--- config.mk ---
export PLATFORM = sky130hd
export DESIGN_NAME = arbiter_credit_round_robin_scheduler
export DESIGN_NICKNAME = d
export VERILOG_FILES = /design/src/rtl/arbiter_credit_round_robin_scheduler.sv
export SDC_FILE = /design/constraint.sdc
export NUM_CORES = 1
export LEC_CHECK = 0
export ABC_CLOCK_PERIOD_IN_PS = 4000
export CAP_MARGIN = 20
export CORE_UTILIZATION = 59
export CTS_BUF_LIST = sky130_fd_sc_hd__clkbuf_4 sky130_fd_sc_hd__clkbuf_8
export DETAILED_ROUTE_END_ITERATION = 16
export PLACE_DENSITY = 0.83
export RECOVER_POWER = 50
export SLEW_MARGIN = 0
export SYNTH_ARGS = -nofsm -noshare
export SYNTH_HDL_FRONTEND = slang
export SYNTH_SLANG_ARGS = --single-unit
--- constraint.sdc ---
create_clock -name ap_clk -period 4 [get_ports ap_clk]
set_clock_uncertainty 0.2 [all_clocks]
set_input_delay 0.4 -clock ap_clk [delete_from_list [all_inputs] [get_ports ap_clk]]
set_output_delay 0.4 -clock ap_clk [all_outputs]
set_load 0.01 [all_outputs]
--- src/rtl/arbiter_credit_round_robin_scheduler.sv ---
// -----------------------------------------------------------------------------
// arbiter_credit_round_robin_scheduler
//
// Credit-based round-robin scheduler that shares one cache request path among
// NUM_REQUESTOR engine requesters. Each requester may have at most MAX_CREDIT
// unreturned cache requests in flight. Grants are one-hot, one-cycle pulses
// registered one cycle after eligibility is sampled.
//
// Ports:
//   ap_clk            clock
//   areset            asynchronous, active-high reset
//   arbiter_enable    kernel descriptor valid; scheduling allowed
//   req_in            per-requester pending packet (input FIFO non-empty)
//   downstream_ready  cache request FIFO can accept
//   credit_return_in  per-requester response returned (one credit each)
//   grant_out         one-hot grant pulse (drives FIFO pop / mux select)
//   grant_valid_out   OR of grant_out
//   grant_index_out   index of granted requester, holds when no grant
//   credit_avail_out  per-requester outstanding < MAX_CREDIT
//   idle_out          scheduler in IDLE state
//   error_out         sticky: credit returned with zero outstanding
//
// Optional feature macro: ARBITER_BURST_LOCK_EN
//   When defined, a granted requester keeps winning while eligible for up to
//   MAX_BURST consecutive grants. When undefined, pure round-robin.
// -----------------------------------------------------------------------------
module arbiter_credit_round_robin_scheduler #(
  parameter int NUM_REQUESTOR = 4,
  parameter int MAX_CREDIT    = 8,
  parameter int CREDIT_WIDTH  = 4,
  parameter int MAX_BURST     = 4
) (
  input  logic                             ap_clk,
  input  logic                             areset,
  input  logic                             arbiter_enable,
  input  logic [NUM_REQUESTOR-1:0]         req_in,
  input  logic                             downstream_ready,
  input  logic [NUM_REQUESTOR-1:0]         credit_return_in,
  output logic [NUM_REQUESTOR-1:0]         grant_out,
  output logic                             grant_valid_out,
  output logic [$clog2(NUM_REQUESTOR)-1:0] grant_index_out,
  output logic [NUM_REQUESTOR-1:0]         credit_avail_out,
  output logic                             idle_out,
  output logic                             error_out
);

  localparam int IDX_W = $clog2(NUM_REQUESTOR);

  localparam logic [CREDIT_WIDTH-1:0]  MAX_C    = CREDIT_WIDTH'(MAX_CREDIT);
  localparam logic [CREDIT_WIDTH-1:0]  ONE_C    = {{(CREDIT_WIDTH-1){1'b0}}, 1'b1};
  localparam logic [CREDIT_WIDTH-1:0]  ZERO_C   = {CREDIT_WIDTH{1'b0}};
  localparam logic [NUM_REQUESTOR-1:0] ONE_HOT0 = {{(NUM_REQUESTOR-1){1'b0}}, 1'b1};
  localparam logic [NUM_REQUESTOR-1:0] ZERO_N   = {NUM_REQUESTOR{1'b0}};

  // Reject configurations that cannot work at elaboration time.
  if (NUM_REQUESTOR < 2 || MAX_CREDIT < 1 || MAX_BURST < 1 ||
      (2 ** CREDIT_WIDTH) <= MAX_CREDIT) begin : g_bad_params
    $error("arbiter_credit_round_robin_scheduler: illegal parameter set");
  end

  typedef enum logic [1:0] {
    ST_IDLE  = 2'd0,
    ST_RUN   = 2'd1,
    ST_DRAIN = 2'd2
  } state_t;

  // Round-robin search: first set bit of mask after ptr, wrapping.
  // Result MSB is the found flag, low bits the index.
  function automatic logic [IDX_W:0] rr_pick(input logic [NUM_REQUESTOR-1:0] mask,
                                             input logic [IDX_W-1:0]         ptr);
    logic [IDX_W:0] res;
    int             cand;
    res  = {(IDX_W+1){1'b0}};
    cand = 0;
    for (int k = 1; k <= NUM_REQUESTOR; k++) begin
      cand = (int'(ptr) + k) % NUM_REQUESTOR;
      if (!res[IDX_W] && mask[IDX_W'(cand)]) begin
        res = {1'b1, IDX_W'(cand)};
      end else begin
        res = res;
      end
    end
    return res;
  endfunction

  state_t                    state_q, state_d;
  logic [CREDIT_WIDTH-1:0]   out_q [NUM_REQUESTOR];
  logic [CREDIT_WIDTH-1:0]   out_d [NUM_REQUESTOR];
  logic [NUM_REQUESTOR-1:0]  grant_q, grant_d;
  logic                      grant_valid_q, grant_valid_d;
  logic [IDX_W-1:0]          grant_index_q, grant_index_d;
  logic [IDX_W-1:0]          rr_ptr_q, rr_ptr_d;
  logic [NUM_REQUESTOR-1:0]  credit_avail_q, credit_avail_d;
  logic                      idle_q, idle_d;
  logic                      error_q, error_d;

  logic [NUM_REQUESTOR-1:0]  elig;
  logic                      win_found;
  logic [IDX_W-1:0]          win_idx;
  logic                      any_out_d;

`ifdef ARBITER_BURST_LOCK_EN
  localparam int                BURST_W = $clog2(MAX_BURST + 1);
  localparam logic [BURST_W-1:0] MAX_B  = BURST_W'(MAX_BURST);
  localparam logic [BURST_W-1:0] ONE_B  = {{(BURST_W-1){1'b0}}, 1'b1};
  logic [BURST_W-1:0]           burst_cnt_q, burst_cnt_d;
  logic                         burst_active_q, burst_active_d;
`endif

  // Per-requester eligibility from state, request, backpressure and credit.
  always_comb begin
    elig = ZERO_N;
    for (int i = 0; i < NUM_REQUESTOR; i++) begin
      elig[i] = (state_q == ST_RUN) && req_in[i] && downstream_ready && (out_q[i] < MAX_C);
    end
  end

  // Winner selection: burst lock (if built in) first, else round-robin search.
  always_comb begin
    logic [IDX_W:0] pick;
    pick      = rr_pick(elig, rr_ptr_q);
    win_found = pick[IDX_W];
    win_idx   = pick[IDX_W-1:0];
`ifdef ARBITER_BURST_LOCK_EN
    // rr_ptr_q is the last granted requester, i.e. the current burst owner.
    if (burst_active_q && elig[rr_ptr_q] && (burst_cnt_q < MAX_B)) begin
      win_found = 1'b1;
      win_idx   = rr_ptr_q;
    end else begin
      win_found = pick[IDX_W];
      win_idx   = pick[IDX_W-1:0];
    end
`endif
  end

  // Grant outputs, pointer, credit counters and sticky error next-state.
  always_comb begin
    grant_d        = ZERO_N;
    grant_valid_d  = win_found;
    grant_index_d  = grant_index_q;
    rr_ptr_d       = rr_ptr_q;
    error_d        = error_q;
    any_out_d      = 1'b0;
    credit_avail_d = ZERO_N;
    if (win_found) begin
      grant_d       = ONE_HOT0 << win_idx;
      grant_index_d = win_idx;
      rr_ptr_d      = win_idx;
    end else begin
      grant_d       = ZERO_N;
    end
    // Counters track the decided grant so credit_avail matches grant_out.
    for (int i = 0; i < NUM_REQUESTOR; i++) begin
      out_d[i] = out_q[i];
      case ({grant_d[i], credit_return_in[i]})
        2'b10: begin
          if (out_q[i] < MAX_C) begin
            out_d[i] = out_q[i] + ONE_C;
          end else begin
            out_d[i] = out_q[i];
          end
        end
        2'b01: begin
          if (out_q[i] == ZERO_C) begin
            error_d  = 1'b1;
            out_d[i] = ZERO_C;
          end else begin
            out_d[i] = out_q[i] - ONE_C;
          end
        end
        default: out_d[i] = out_q[i];
      endcase
      credit_avail_d[i] = (out_d[i] < MAX_C);
      any_out_d         = any_out_d | (out_d[i] != ZERO_C);
    end
  end

  // FSM next state; drain waits on next-cycle outstanding so a final grant is counted.
  always_comb begin
    state_d = state_q;
    case (state_q)
      ST_IDLE: begin
        if (arbiter_enable) state_d = ST_RUN;
        else                state_d = ST_IDLE;
      end
      ST_RUN: begin
        if (arbiter_enable) state_d = ST_RUN;
        else if (any_out_d) state_d = ST_DRAIN;
        else                state_d = ST_IDLE;
      end
      ST_DRAIN: begin
        if (arbiter_enable)  state_d = ST_RUN;
        else if (any_out_d)  state_d = ST_DRAIN;
        else                 state_d = ST_IDLE;
      end
      default: state_d = ST_IDLE;
    endcase
    idle_d = (state_d == ST_IDLE);
  end

`ifdef ARBITER_BURST_LOCK_EN
  // Burst length tracking; any cycle without a grant ends the burst.
  always_comb begin
    burst_cnt_d    = burst_cnt_q;
    burst_active_d = burst_active_q;
    if (win_found) begin
      burst_active_d = 1'b1;
      if (burst_active_q && (win_idx == rr_ptr_q) && (burst_cnt_q < MAX_B)) begin
        burst_cnt_d = burst_cnt_q + ONE_B;
      end else begin
        burst_cnt_d = ONE_B;
      end
    end else begin
      burst_active_d = 1'b0;
      burst_cnt_d    = {BURST_W{1'b0}};
    end
  end
`endif

  // State, counters and registered outputs.
  always_ff @(posedge ap_clk or posedge areset) begin
    if (areset) begin
      state_q        <= ST_IDLE;
      grant_q        <= ZERO_N;
      grant_valid_q  <= 1'b0;
      grant_index_q  <= {IDX_W{1'b0}};
      rr_ptr_q       <= IDX_W'(NUM_REQUESTOR - 1);
      credit_avail_q <= {NUM_REQUESTOR{1'b1}};
      idle_q         <= 1'b1;
      error_q        <= 1'b0;
      for (int i = 0; i < NUM_REQUESTOR; i++) begin
        out_q[i] <= ZERO_C;
      end
`ifdef ARBITER_BURST_LOCK_EN
      burst_cnt_q    <= {BURST_W{1'b0}};
      burst_active_q <= 1'b0;
`endif
    end else begin
      state_q        <= state_d;
      grant_q        <= grant_d;
      grant_valid_q  <= grant_valid_d;
      grant_index_q  <= grant_index_d;
      rr_ptr_q       <= rr_ptr_d;
      credit_avail_q <= credit_avail_d;
      idle_q         <= idle_d;
      error_q        <= error_d;
      for (int i = 0; i < NUM_REQUESTOR; i++) begin
        out_q[i] <= out_d[i];
      end
`ifdef ARBITER_BURST_LOCK_EN
      burst_cnt_q    <= burst_cnt_d;
      burst_active_q <= burst_active_d;
`endif
    end
  end

  assign grant_out        = grant_q;
  assign grant_valid_out  = grant_valid_q;
  assign grant_index_out  = grant_index_q;
  assign credit_avail_out = credit_avail_q;
  assign idle_out         = idle_q;
  assign error_out        = error_q;

endmodule

# Word level (Yosys, flattened, before mapping)
# Index checks and enable logic that the tools add are counted.
# W data, S select, Z words.
dict set report classes {
  bitwise_logic 3
  eq_ne 10
  shift 1
  addsub 12
  n_lt_le_gt_ge 12
  muxes 41
  n_reduce_logical 29
}
# cell count
set ops {}
lappend ops {{$mux W4} 9}
lappend ops {{$lt A4 B4 Y1 const B} 8}
lappend ops {{$pmux W4 S2} 4}
lappend ops {{$mux W1} 17}
lappend ops {{$add A4 B1 Y4 const B} 4}
lappend ops {{$logic_not A4 Y1} 4}
lappend ops {{$lt A2 B4 Y1 const B} 4}
lappend ops {{$reduce_bool A4 Y1} 4}
lappend ops {{$sub A4 B1 Y4 const B} 4}
lappend ops {{$logic_and A1 B1 Y1} 15}
lappend ops {{$mux W3} 4}
lappend ops {{$eq A2 B1 Y1 const B} 5}
lappend ops {{$eq A2 B2 Y1 const B} 5}
lappend ops {{$bmux W1 S2} 4}
lappend ops {{$add A2 B1 Y2 const B} 2}
lappend ops {{$add A2 B2 Y2 const B} 2}
lappend ops {{$logic_not A2 Y1} 2}
lappend ops {{$mux W2} 2}
lappend ops {{$pmux W2 S2} 1}
lappend ops {{$shl A1 B2 Y4 const A} 1}
lappend ops {{$logic_not A1 Y1} 3}
lappend ops {{$or A1 B1 Y1} 3}
lappend ops {{$reduce_or A2 Y1} 1}
dict set report totals {
  word_cells 120
  output_inout_bits 13
  reg_bits 33
  in_bits 12
}

# Longest topological paths before layout
# Gate-level depths: netlist of run 1.
dict set report depth {
  depth_word 29
  ltp_mapped 15
  mapped_depth_nobuf 15
}

# Least setup slack after synthesis of run 1
# No wires, ideal clock.
dict set report synth_timing {
  path_type {flip-flop to flip-flop}
  from {reg state_q[1]}
  to {reg state_q[1]}
  setup_slack_ns 0.449
  path_stages_with_launch 16
  path_buffers 0
  required_time_ns 3.735
  arrival_time_ns 3.286
  period_less_slack_ns 3.551
  setup_ns 0.065
  path_cell_list {dfrtp_1 inv_1 ha_1 nand4b_1 or2_2 o221ai_1 and2_1 nor2_1 and2_1 ha_1 nand2b_1 or4_1 a32oi_2 nor3_1 nand4_1 o211a_1}
}
# item line_no
set synth_rtl {}
lappend synth_rtl {{from (decl)} 86} ;# state_t state_q, state_d;
lappend synth_rtl {{from (signal assigned)} 239} ;# state_q <= state_d;

==> qor.csv, run 1 <==
stage;metric;value;unit
power;clock share of power;14.3;%
synth;Seq/Total Area, Yosys;36.39;%
drt;DR vias/cell;5.847;
synth;xor and xnor fraction of the mapped netlist area;0.3819;%
grt;initial antenna violation count;0;
drt;initial DRC count;157;
grt;Overflow after GRT;0;
clock_network;CTS Buffer Depth;2;
clock_network;clock sinks;33;
power;P_leak;1.229;nW
power;sw power;0.7064;mW
sta;max-slew violations;34;
synth;#FFs+latches synth;33;
clock_network;H-tree levels;2;
floorplan;area of the core;3689;sq um
clock_network;Hold Buf Count CTS;0;
power;P_int;0.9795;mW
final_layout;layout net count;315;
worst_setup_path;Critical Setup Path Class;flop to flop;
clock_network;CTS tree;yes;
clock_network;Reg clk slew, reported paths;0.07;ns
floorplan;# rows;22;
final_layout;P&R area growth vs syn;17.35;%
worst_setup_path;Worst EP arrival;3.85;ns
drt;number of routed nets with antenna violations;0;
synth;syn avg cell area;9.101;sq um
sta;final cycle utilization of the critical path;95.72;%
sta;Fin. Hold Viols;0;
synth;Netlist cell types;56;
worst_setup_path;crit-path max FO;5;
sta;min Tclk post-route;3.829;ns
power;PD cells;626.4;nW/um^2
placed_design;Placement Setup Slack;-0.04477;ns
drt;DRC;0;
worst_setup_path;required time worst endpoint;4.02;ns
drt;Post-Route WL;4.844;mm
floorplan;Initial Util;62.18;%
drt;wire length per cell;14.55;um
worst_hold_path;worst min-delay path category;flop to flop;
sta;RSZ-0062 raised after global routing;false;
floorplan;Die W;64.35;um
synth;Synth Area in Adders;10.37;%
grt;grt met3 use;6.429;%
sta;fmax;0.2612;GHz
synth;Post-synth EDFFs;0;
synth;multiplexer share of the synthesized area;0.8729;%
floorplan;io pins;25;
grt;M2 GR Usage;42.63;%
grt;GRT Overall Usage;26.78;%
status;outcome;finished with violations;
power;switching share of power;41.90;%
final_layout;n_diodes;0;
synth;Synth area leaders;dfrtp_1, ha_1, dfstp_2;
worst_setup_path;CP startpoint kind;flop;
grt;largest net degree at the start of global routing;34;
synth;yosys warns;0;
grt;busiest metal layer after global routing;met2;
drt;via total after detailed routing;1947;
synth;Syn Nets;283;
synth;Post-Syn Instances;252;
sta;relative slew slack;-14.28;%
status;failing checks;max-capacitance violations, max-slew violations;
clock_network;CTS Buf Count;5;
job;maxcap violations;1;
floorplan;full die area;4140;sq um
synth;Post-synth ARST share;100.0;%
power;Peak VDD IR;0.3684;mV
worst_setup_path;Setup crit end kind;flop;
power;Flop pwr share;34.8;%
synth;cell taking the most area after synthesis;dfrtp_1;
clock_network;clk_lat worst skew;0.28;ns
floorplan;die height;64.35;um
grt;first-pass GRT wire length;8.314;mm
sta;Worst Tran Pin Value;1.714;ns
synth;main combinational cell family by area after synthesis;simple AND/OR/NAND/NOR gates;
synth;Compound-Gate Fraction of Synth Area;18.49;%
drt;Pre-antenna DRT Iters;4;
sta;Setup violations, final;0;
synth;simple-gate area share of the yosys netlist;26.30;%
synth;Main synth FF type;dfrtp_1;
synth;top-area cell type share of the netlist area;28.37;%
placed_design;IO Port Bufs;24;
power;Comb power frac;50.9;%
grt;number of global-route vias before repair;1843;
placed_design;dpl hpwl;3.721;mm
grt;met1 usage;33.26;%
placed_design;GPL Wtd Cong;0.8966;
sta;worst setup margin;0.1712;ns
final_layout;share of layout cells above drive strength 1;12.28;%
synth;synthesized area;2293;sq um
final_layout;fill cell count;300;
clock_network;root buffer cell;clkbuf_8;
power;Tot Pwr;1.686;mW
## worst max-delay path: stages, from the launching register on
cell,delay [ns]
dfrtp_1,0.39
inv_1,0.09
ha_1,0.24
nand4b_1,0.14
or2_2,0.30
o221ai_1,0.24
and2_4,0.22
nor2_1,0.06
and2_1,0.19
ha_1,0.32
nand2b_1,0.19
or4_1,0.50
a32oi_2,0.29
nor3_1,0.09
nand4_1,0.15
o211a_1,0.16
## power groups by stage
stage / logic, mW / registers [mW] / clock network (mW)
floorplan: 0.625 / 0.553 / 0
global placement: 0.834 / 0.586 / 0
detailed placement: 0.856 / 0.588 / 0
CTS: 0.859 / 0.583 / 0.249
global route: 0.968 / 0.603 / 0.268
finish: 0.859 / 0.586 / 0.241
## sequential cells by signal, indices dropped and copies added, names as in the netlist
signal and count:
rr_ptr_q 2, idle_out 1, state_q 2, credit_avail_out 4, grant_index_out 2, error_out 1, grant_out 4, grant_valid_out 1
out_q 16
## logic make-up after synthesis
group / count (synthesis)
buffers and inverters: 36
XOR/XNOR: 1
flip-flops: 33
multiplexers: 2
AO/OA/AOI/OAI: 57
AND/OR/NAND/NOR: 104
adder cells (fa/ha/maj): 19
## worst paths after layout
kind                                                startpoint                              to  slack [ns]  cells after the start
worst max register to register            state_q[1]$_DFF_PP0_            state_q[1]$_DFF_PP0_        0.17                     15
worst max-delay path                      state_q[1]$_DFF_PP0_            state_q[1]$_DFF_PP0_        0.17                     15
worst min-delay path            grant_index_out[1]$_DFFE_PP0N_  grant_index_out[1]$_DFFE_PP0N_        0.29                      2
min in group asynchronous                               areset          grant_out[1]$_DFF_PP0_        0.95                      3
worst min register to register  grant_index_out[1]$_DFFE_PP0N_  grant_index_out[1]$_DFFE_PP0N_        0.29                      2
max in group asynchronous                               areset              out_q[7]$_DFF_PP0_        1.66                      3
## layout make-up
cell class / count / area, sq um / share of cell area [%]
Clock buffer: 5 / 68.82 / 2.557
Sequential cell: 33 / 834.6 / 31.01
Clock inverter: 3 / 17.52 / 0.6509
Timing Repair Buffer: 33 / 304.0 / 11.30
Multi-Input combinational cell: 183 / 1301 / 48.35
Tap cell: 48 / 60.06 / 2.232
Inverter: 28 / 105.1 / 3.905
## cell usage after synthesis (all sizes together) (3+ instances only)
cell and n:
a31oi 4, nor3b 9, nor2 20, dfstp 7, and2 5, or3 3
ha 19, nand3 7, nor3 6, clkbuf 4, inv 28, and4b 3
a22oi 3, a21o 3, nor4 4, a211oi 5, a21oi 8, o21ai 10
nor2b 6, nand2 14, dfrtp 26, nand2b 10, buf 4, o31ai 4
## layer usage
metal	vias up	part of all wire [%]
met5	-	0
met4	0	2.8
met3	12	5.8
met2	61	45
met1	907	46
li1	967	-
## what timing repair did
item | in CTS | in global routing
buffers inserted | 0 | 0
setup endpoints to repair | 0 | 2
gates resized for setup | 0 | 2
## cells in the final DEF, fill, tap and decap left out, types with 5 or more instances in the layout
| cell type | count |
|---|---|
| a21oi_1 | 8 |
| clkdlybuf4s50_1 | 18 |
| nand2_1 | 14 |
| dfrtp_1 | 26 |
| o21ai_0 | 10 |
| nor2b_1 | 6 |
| buf_4 | 8 |
| clkbuf_8 | 5 |
| nand2b_1 | 10 |
| nor3b_1 | 9 |
| ha_1 | 19 |
| inv_1 | 28 |
| nor3_1 | 5 |
| dlygate4sd3_1 | 6 |
| nor2_1 | 20 |
| nand3_1 | 6 |
| a211oi_1 | 5 |
| dfstp_2 | 7 |
## per-stage QoR
step | hold WS [ns] | util [%] | instances | cell area, sq um | setup TNS [ns]
after floorplan | 0.2538 | - | 252 | 2293 | 0
after global placement | 0.2599 | 70.52 | 325 | 2601 | 0
after detailed placement | 0.2723 | 70.52 | 325 | 2601 | -0.04477
after CTS | 0.2897 | 72.86 | 333 | 2688 | 0
after global routing | 0.3022 | 72.96 | 333 | 2691 | 0
final | 0.2876 | 72.96 | 333 | 2691 | 0
Note: power is estimated with default switching activity, not from simulation.
==> run 2: changes to the inputs <==
--- a/config.mk
+++ b/config.mk
@@ -6,12 +6,14 @@
 export NUM_CORES = 1
 export LEC_CHECK = 0
 export ABC_CLOCK_PERIOD_IN_PS = 4000
-export CAP_MARGIN = 20
-export CORE_UTILIZATION = 59
+export CELL_PAD_IN_SITES_DETAIL_PLACEMENT = 1
+export CELL_PAD_IN_SITES_GLOBAL_PLACEMENT = 1
+export CORE_UTILIZATION = 45
 export CTS_BUF_LIST = sky130_fd_sc_hd__clkbuf_4 sky130_fd_sc_hd__clkbuf_8
 export DETAILED_ROUTE_END_ITERATION = 16
-export PLACE_DENSITY = 0.83
+export PLACE_DENSITY = 0.82
 export RECOVER_POWER = 50
+export SETUP_SLACK_MARGIN = 0.02
 export SLEW_MARGIN = 0
 export SYNTH_ARGS = -nofsm -noshare
 export SYNTH_HDL_FRONTEND = slang
==> run 2 against run 1 <==
Compared with the run above: the run still ends with max-capacitance violations, max-slew violations left; combinational power grew 10%; critical endpoint unchanged; critical path type unchanged; die area grew 30%; total power up 11%; clock power rose by 40%; global-route usage shrank 1.3 points; sequential share of layout area shrank 1.3 points; largest cell class unchanged.
==> qor.csv, run 2 (synthesized netlist as in run 1, its figures left out) <==
stage;metric;value;unit
final_layout;Largest register FFs;16;
clock_network;CTS Buffer Depth;2;
final_layout;register name with the most flops;out_q;
sta;Fin Setup TNS;0;ns
placed_design;dpl hpwl;4.551;mm
grt;Overflow after GRT;0;
final_layout;most common cell after layout, fill and taps aside;inv_1;
grt;initial antenna violation count;0;
drt;via total after detailed routing;2044;
clock_network;Reg clk slew, reported paths;0.07;ns
drt;Pre-antenna DRT Iters;4;
sta;Worst Tran Pin Value;1.754;ns
worst_setup_path;cell depth of the worst flop-to-flop path;15;
floorplan;# rows;25;
grt;number of global-route vias before repair;2043;
sta;Setup violations, final;0;
clock_network;root buffer cell;clkbuf_8;
worst_hold_path;Worst Hold Depth;2;
worst_setup_path;crit-path max FO;5;
final_layout;share of layout cells above drive strength 1;15.46;%
floorplan;Die W;73.39;um
power;PD cells;666.6;nW/um^2
clock_network;clock sinks;33;
status;failing checks;max-capacitance violations, max-slew violations;
drt;number of routed nets with antenna violations;0;
grt;first-pass GRT wire length;10.18;mm
floorplan;die height;73.39;um
worst_setup_path;worst path cell trace;inv_1 > ha_2 > nand4b_1 > or2_2 > o221ai_1 > and2_2 > nor2_1 > and2_1 > ha_1 > nand2b_1 > or4_1 > a32oi_2 > nor3_1 > nand4_1 > o211a_1;
grt;largest net degree at the start of global routing;34;
final_layout;n_diodes;0;
sta;min Tclk post-route;3.898;ns
floorplan;area of the core;4817;sq um
worst_setup_path;CP startpoint kind;flop;
worst_setup_path;Crit. path cell count;15;
clock_network;Hold Buf Count CTS;0;
drt;wire length per cell;17.74;um
final_layout;most frequent cells in the layout;inv_1, dfrtp_1, nor2_1;
drt;DRC;0;
power;P_leak;1.278;nW
status;outcome;finished with violations;
worst_hold_path;worst min-delay path category;flop to flop;
clock_network;clk_lat worst skew;0.29;ns
sta;max-slew violations;34;
drt;initial DRC count;58;
placed_design;placed inst area;2655;sq um
floorplan;full die area;5386;sq um
job;maxcap violations;1;
worst_setup_path;Critical Setup Path Class;flop to flop;
clock_network;CTS Buf Count;5;
worst_setup_path;cell family with most CP delay;simple AND/OR/NAND/NOR gates;
clock_network;H-tree levels;2;
grt;GRT Overall Usage;25.48;%
worst_setup_path;Worst EP arrival;3.93;ns
final_layout;Finished Cell Area;2813;sq um
clock_network;CTS tree;yes;
final_layout;fill cell count;574;
sta;fmax;0.2566;GHz
sta;Fin. Hold Viols;0;
final_layout;P&R area growth vs syn;22.64;%
drt;DR vias/cell;5.709;
sta;relative slew slack;-16.94;%
sta;final cycle utilization of the critical path;97.44;%
worst_setup_path;required time worst endpoint;4.03;ns
placed_design;IO Port Bufs;24;
placed_design;GPL Wtd Cong;0.9456;
worst_setup_path;Slowest cell on crit path;or4_1;
floorplan;io pins;25;
final_layout;layout net count;321;
worst_setup_path;Worst Path Buf+Inv;1;
power;Peak VDD IR;0.3515;mV
worst_setup_path;CP peak stage delay;0.56;ns
drt;Post-Route WL;6.352;mm
floorplan;Initial Util;47.61;%
worst_setup_path;Setup crit end kind;flop;
## run 2: metal layers
metal / vias to the layer above / wire length [um] / GRT usage, %
li1: 978 / - / -
met1: 1028 / 2890 / 33.07
met2: 29 / 3189 / 43.31
met3: 9 / 152 / 4.938
met4: 0 / 120 / 7.265
met5: - / 0 / 0
## run 2: layout make-up
type	count	area (sq um)	share of cell area (%)
inverters	28	105.1	3.737
flip-flops and latches	33	834.6	29.67
clock inverters	1	30.03	1.068
clock buffers	7	90.09	3.203
multi-input cells	183	1320	46.93
well taps	67	83.83	2.980
repair buffers	39	349.1	12.41
## run 2: stage by stage
stage / hold WS (ns) / utilization [%] / cells / power (mW) / worst slack (ns)
finish: 0.2940 / 58.39 / 358 / 1.875 / 0.1023
detailed placement: 0.2698 / 55.12 / 348 / 1.487 / -0.008876
global placement: 0.2613 / 55.12 / 348 / 1.448 / 0.07514
CTS: 0.2963 / 57.61 / 356 / 1.848 / 0.1439
global route: 0.3220 / 58.39 / 358 / 2.013 / -0.1054
floorplan: 0.2538 / - / 252 / 1.178 / 0.4487
## run 2: final timing paths
check | start | to | slack (ns)
min reg2reg | grant_index_out[1]$_DFFE_PP0N_ | grant_index_out[1]$_DFFE_PP0N_ | 0.29
max reg2reg | state_q[1]$_DFF_PP0_ | state_q[1]$_DFF_PP0_ | 0.10
max in group asynchronous | areset | out_q[13]$_DFF_PP0_ | 1.62
min | grant_index_out[1]$_DFFE_PP0N_ | grant_index_out[1]$_DFFE_PP0N_ | 0.29
min in group asynchronous | areset | grant_out[1]$_DFF_PP0_ | 0.97
max | state_q[1]$_DFF_PP0_ | state_q[1]$_DFF_PP0_ | 0.10
## run 2: worst reg2reg max path, cell delays in order, from the launching register on
cell and delay, ns:
dfrtp_1 0.40, inv_1 0.10, ha_2 0.23, nand4b_1 0.13, or2_2 0.30, o221ai_1 0.22
and2_2 0.23, nor2_1 0.06, and2_1 0.18, ha_1 0.31, nand2b_1 0.20, or4_1 0.56
a32oi_2 0.30, nor3_1 0.09, nand4_1 0.16, o211a_1 0.15
## run 2: report_power, final
group          switching, mW  internal, mW
Sequential             0.135         0.456
Combinational          0.522         0.425
Clock                  0.127         0.210
## run 2: repair_timing
action / CTS / global route
setup endpoints to repair: 0 / 2
buffers inserted: 0 / 2
gates resized for setup: 0 / 7
==> run 3: changes to the inputs <==
--- a/config.mk
+++ b/config.mk
@@ -6,14 +6,16 @@
 export NUM_CORES = 1
 export LEC_CHECK = 0
 export ABC_CLOCK_PERIOD_IN_PS = 4000
+export CAP_MARGIN = 20
 export CELL_PAD_IN_SITES_DETAIL_PLACEMENT = 1
 export CELL_PAD_IN_SITES_GLOBAL_PLACEMENT = 1
-export CORE_UTILIZATION = 45
+export CORE_UTILIZATION = 40
 export CTS_BUF_LIST = sky130_fd_sc_hd__clkbuf_4 sky130_fd_sc_hd__clkbuf_8
 export DETAILED_ROUTE_END_ITERATION = 16
-export PLACE_DENSITY = 0.82
+export PLACE_DENSITY = 0.75
 export RECOVER_POWER = 50
 export SETUP_SLACK_MARGIN = 0.02
+export SKIP_LAST_GASP = 1
 export SLEW_MARGIN = 0
 export SYNTH_ARGS = -nofsm -noshare
 export SYNTH_HDL_FRONTEND = slang
==> run 3 against run 2 <==
Compared with the run above: combinational power fell by 4.0%; via count fell by 3.5%; highest routed layer unchanged; first-iteration DRC count fell by 24%; total power fell by 6.8%; design area fell by 2.2%; wire length fell by 8.5%; die area rose by 12%; non-clock buffer count fell by 3; sequential power barely moved; the run now ends clean; clock-buffer cell count fell by 2; critical path type unchanged; hold slack got worse by 0.013 ns; largest power group unchanged; critical path depth did not move.
==> qor.csv, run 3 (synthesized netlist as in run 1, its figures left out) <==
stage;metric;value;unit
grt;initial antenna violation count;0;
clock_network;CTS Buf Count;5;
floorplan;# rows;27;
placed_design;DP Cell Count;352;
final_layout;fill cell count;666;
worst_setup_path;Worst Path Buf+Inv;1;
placed_design;IO Port Bufs;24;
job;maxcap violations;0;
placed_design;placed inst area;2654;sq um
drt;DRC;0;
clock_network;CTS Buffer Depth;2;
power;P_leak;1.240;nW
sta;Hold WS;0.2814;ns
final_layout;share of layout cells above drive strength 1;13.89;%
grt;largest net degree at the start of global routing;19;
floorplan;full die area;6040;sq um
clock_network;Hold Buf Count CTS;0;
clock_network;clk_lat worst skew;0.29;ns
worst_setup_path;cell family with most CP delay;simple AND/OR/NAND/NOR gates;
floorplan;Die W;77.72;um
floorplan;Initial Util;41.65;%
clock_network;Reg clk slew, reported paths;0.07;ns
final_layout;Largest register FFs;16;
worst_setup_path;CP startpoint kind;flop;
sta;Worst Tran Pin Value;0.8474;ns
placed_design;dpl hpwl;4.496;mm
drt;Pre-antenna DRT Iters;4;
final_layout;register name with the most flops;out_q;
worst_setup_path;Critical Setup Path Class;flop to flop;
worst_setup_path;Slowest cell on crit path;or4_1;
clock_network;H-tree levels;2;
final_layout;sequential cell area;834.6;sq um
final_layout;most frequent cells in the layout;inv_1, dfrtp_1, nor2_1;
final_layout;layout net count;318;
drt;Post-Route WL;5.810;mm
final_layout;P&R area growth vs syn;19.97;%
sta;Setup violations, final;0;
floorplan;area of the core;5507;sq um
drt;initial DRC count;44;
worst_setup_path;required time worst endpoint;4.03;ns
worst_setup_path;crit-path max FO;5;
clock_network;root buffer cell;clkbuf_8;
sta;fmax;0.2664;GHz
drt;wire length per cell;16.14;um
grt;number of global-route vias before repair;2042;
sta;max-slew violations;0;
floorplan;die height;77.72;um
power;Peak VDD IR;0.2582;mV
final_layout;final cell count without fillers;360;
grt;first-pass GRT wire length;9.873;mm
worst_hold_path;worst min-delay path category;flop to flop;
sta;relative slew slack;43.51;%
drt;DR vias/cell;5.478;
worst_setup_path;reg2reg setup slack;0.25;ns
clock_network;clock sinks;33;
sta;final cycle utilization of the critical path;93.85;%
floorplan;io pins;25;
final_layout;n_diodes;0;
placed_design;GPL Wtd Cong;0.8521;
final_layout;most common cell after layout, fill and taps aside;inv_1;
worst_setup_path;Setup crit end kind;flop;
sta;Fin. Hold Viols;0;
grt;Overflow after GRT;0;
worst_setup_path;worst path cell trace;inv_1 > ha_2 > nand4b_1 > or2_2 > o221ai_1 > and2_2 > nor2_1 > and2_1 > ha_1 > nand2b_1 > or4_1 > a32oi_2 > nor3_1 > nand4_1 > o211a_1;
power;Tot Pwr;1.747;mW
drt;number of routed nets with antenna violations;0;
status;outcome;completed;
sta;min Tclk post-route;3.754;ns
worst_setup_path;Worst EP arrival;3.79;ns
final_layout;Finished Cell Area;2751;sq um
clock_network;CTS tree;yes;
drt;via total after detailed routing;1972;
worst_setup_path;crit path from;state_q[1]$_DFF_PP0_;
worst_setup_path;CP peak stage delay;0.49;ns
power;PD cells;634.9;nW/um^2
worst_hold_path;min-delay src;error_out$_DFF_PP0_;
worst_setup_path;Worst R2R Start;state_q[1]$_DFF_PP0_;
final_layout;multi-input logic area;1309;sq um
sta;RSZ-0062 raised after global routing;false;
grt;GRT Overall Usage;20.95;%
## run 3: cell type report
type | count | share of cell area, %
repair buffers | 36 | 11.87
inverters | 28 | 3.820
well taps | 72 | 3.274
clock inverters | 3 | 0.6367
multi-input cells | 183 | 47.57
flip-flops and latches | 33 | 30.33
clock buffers | 5 | 2.501
## run 3: what timing repair did
action                                  CTS  global route
endpoints found under the setup margin    0             2
resized for setup                         0             5
buffers inserted                          0             0
## run 3: final timing paths
kind,end,cells after the start
setup / recovery,state_q[1]$_DFF_PP0_,15
min in group asynchronous,grant_index_out[0]$_DFFE_PP0N_,2
hold reg to reg,error_out$_DFF_PP0_,2
max in group asynchronous,out_q[8]$_DFF_PP0_,3
hold / removal,error_out$_DFF_PP0_,2
setup reg to reg,state_q[1]$_DFF_PP0_,15
## run 3: power breakdown
| part | internal, mW | switching, mW | leakage, nW | total, mW |
|---|---|---|---|---|
| logic | 0.420 | 0.490 | 0.779 | 0.909 |
| clock network | 0.120 | 0.129 | 0.0439 | 0.249 |
| registers | 0.456 | 0.132 | 0.417 | 0.588 |
## run 3: worst reg2reg max path, cell delays in order, from the launching register on
cell and delay [ns]:
dfrtp_1 0.40, inv_1 0.09, ha_2 0.23, nand4b_1 0.14, or2_2 0.31, o221ai_1 0.21
and2_2 0.23, nor2_1 0.06, and2_1 0.19, ha_1 0.32, nand2b_1 0.19, or4_1 0.49
a32oi_2 0.28, nor3_1 0.08, nand4_1 0.14, o211a_1 0.14
## run 3: metrics by stage
stage / setup WS, ns / util, % / setup TNS, ns
2_1_floorplan: 0.4487 / - / 0
3_3_place_gp: -0.005416 / 48.19 / -0.005416
3_5_place_dp: -0.1105 / 48.19 / -0.1913
4_1_cts: 0.1243 / 49.76 / 0
5_1_grt: 0.03634 / 49.97 / 0
6_report: 0.2462 / 49.97 / 0
## run 3: routing by layer
| layer | track usage, % | vias up | part of all wire [%] |
|---|---|---|---|
| li1 | - | 971 | - |
| met1 | 27.71 | 965 | 48 |
| met2 | 35.66 | 29 | 48 |
| met3 | 2.588 | 7 | 2.8 |
| met4 | 6.226 | 0 | 1.3 |
| met5 | 0 | - | 0 |
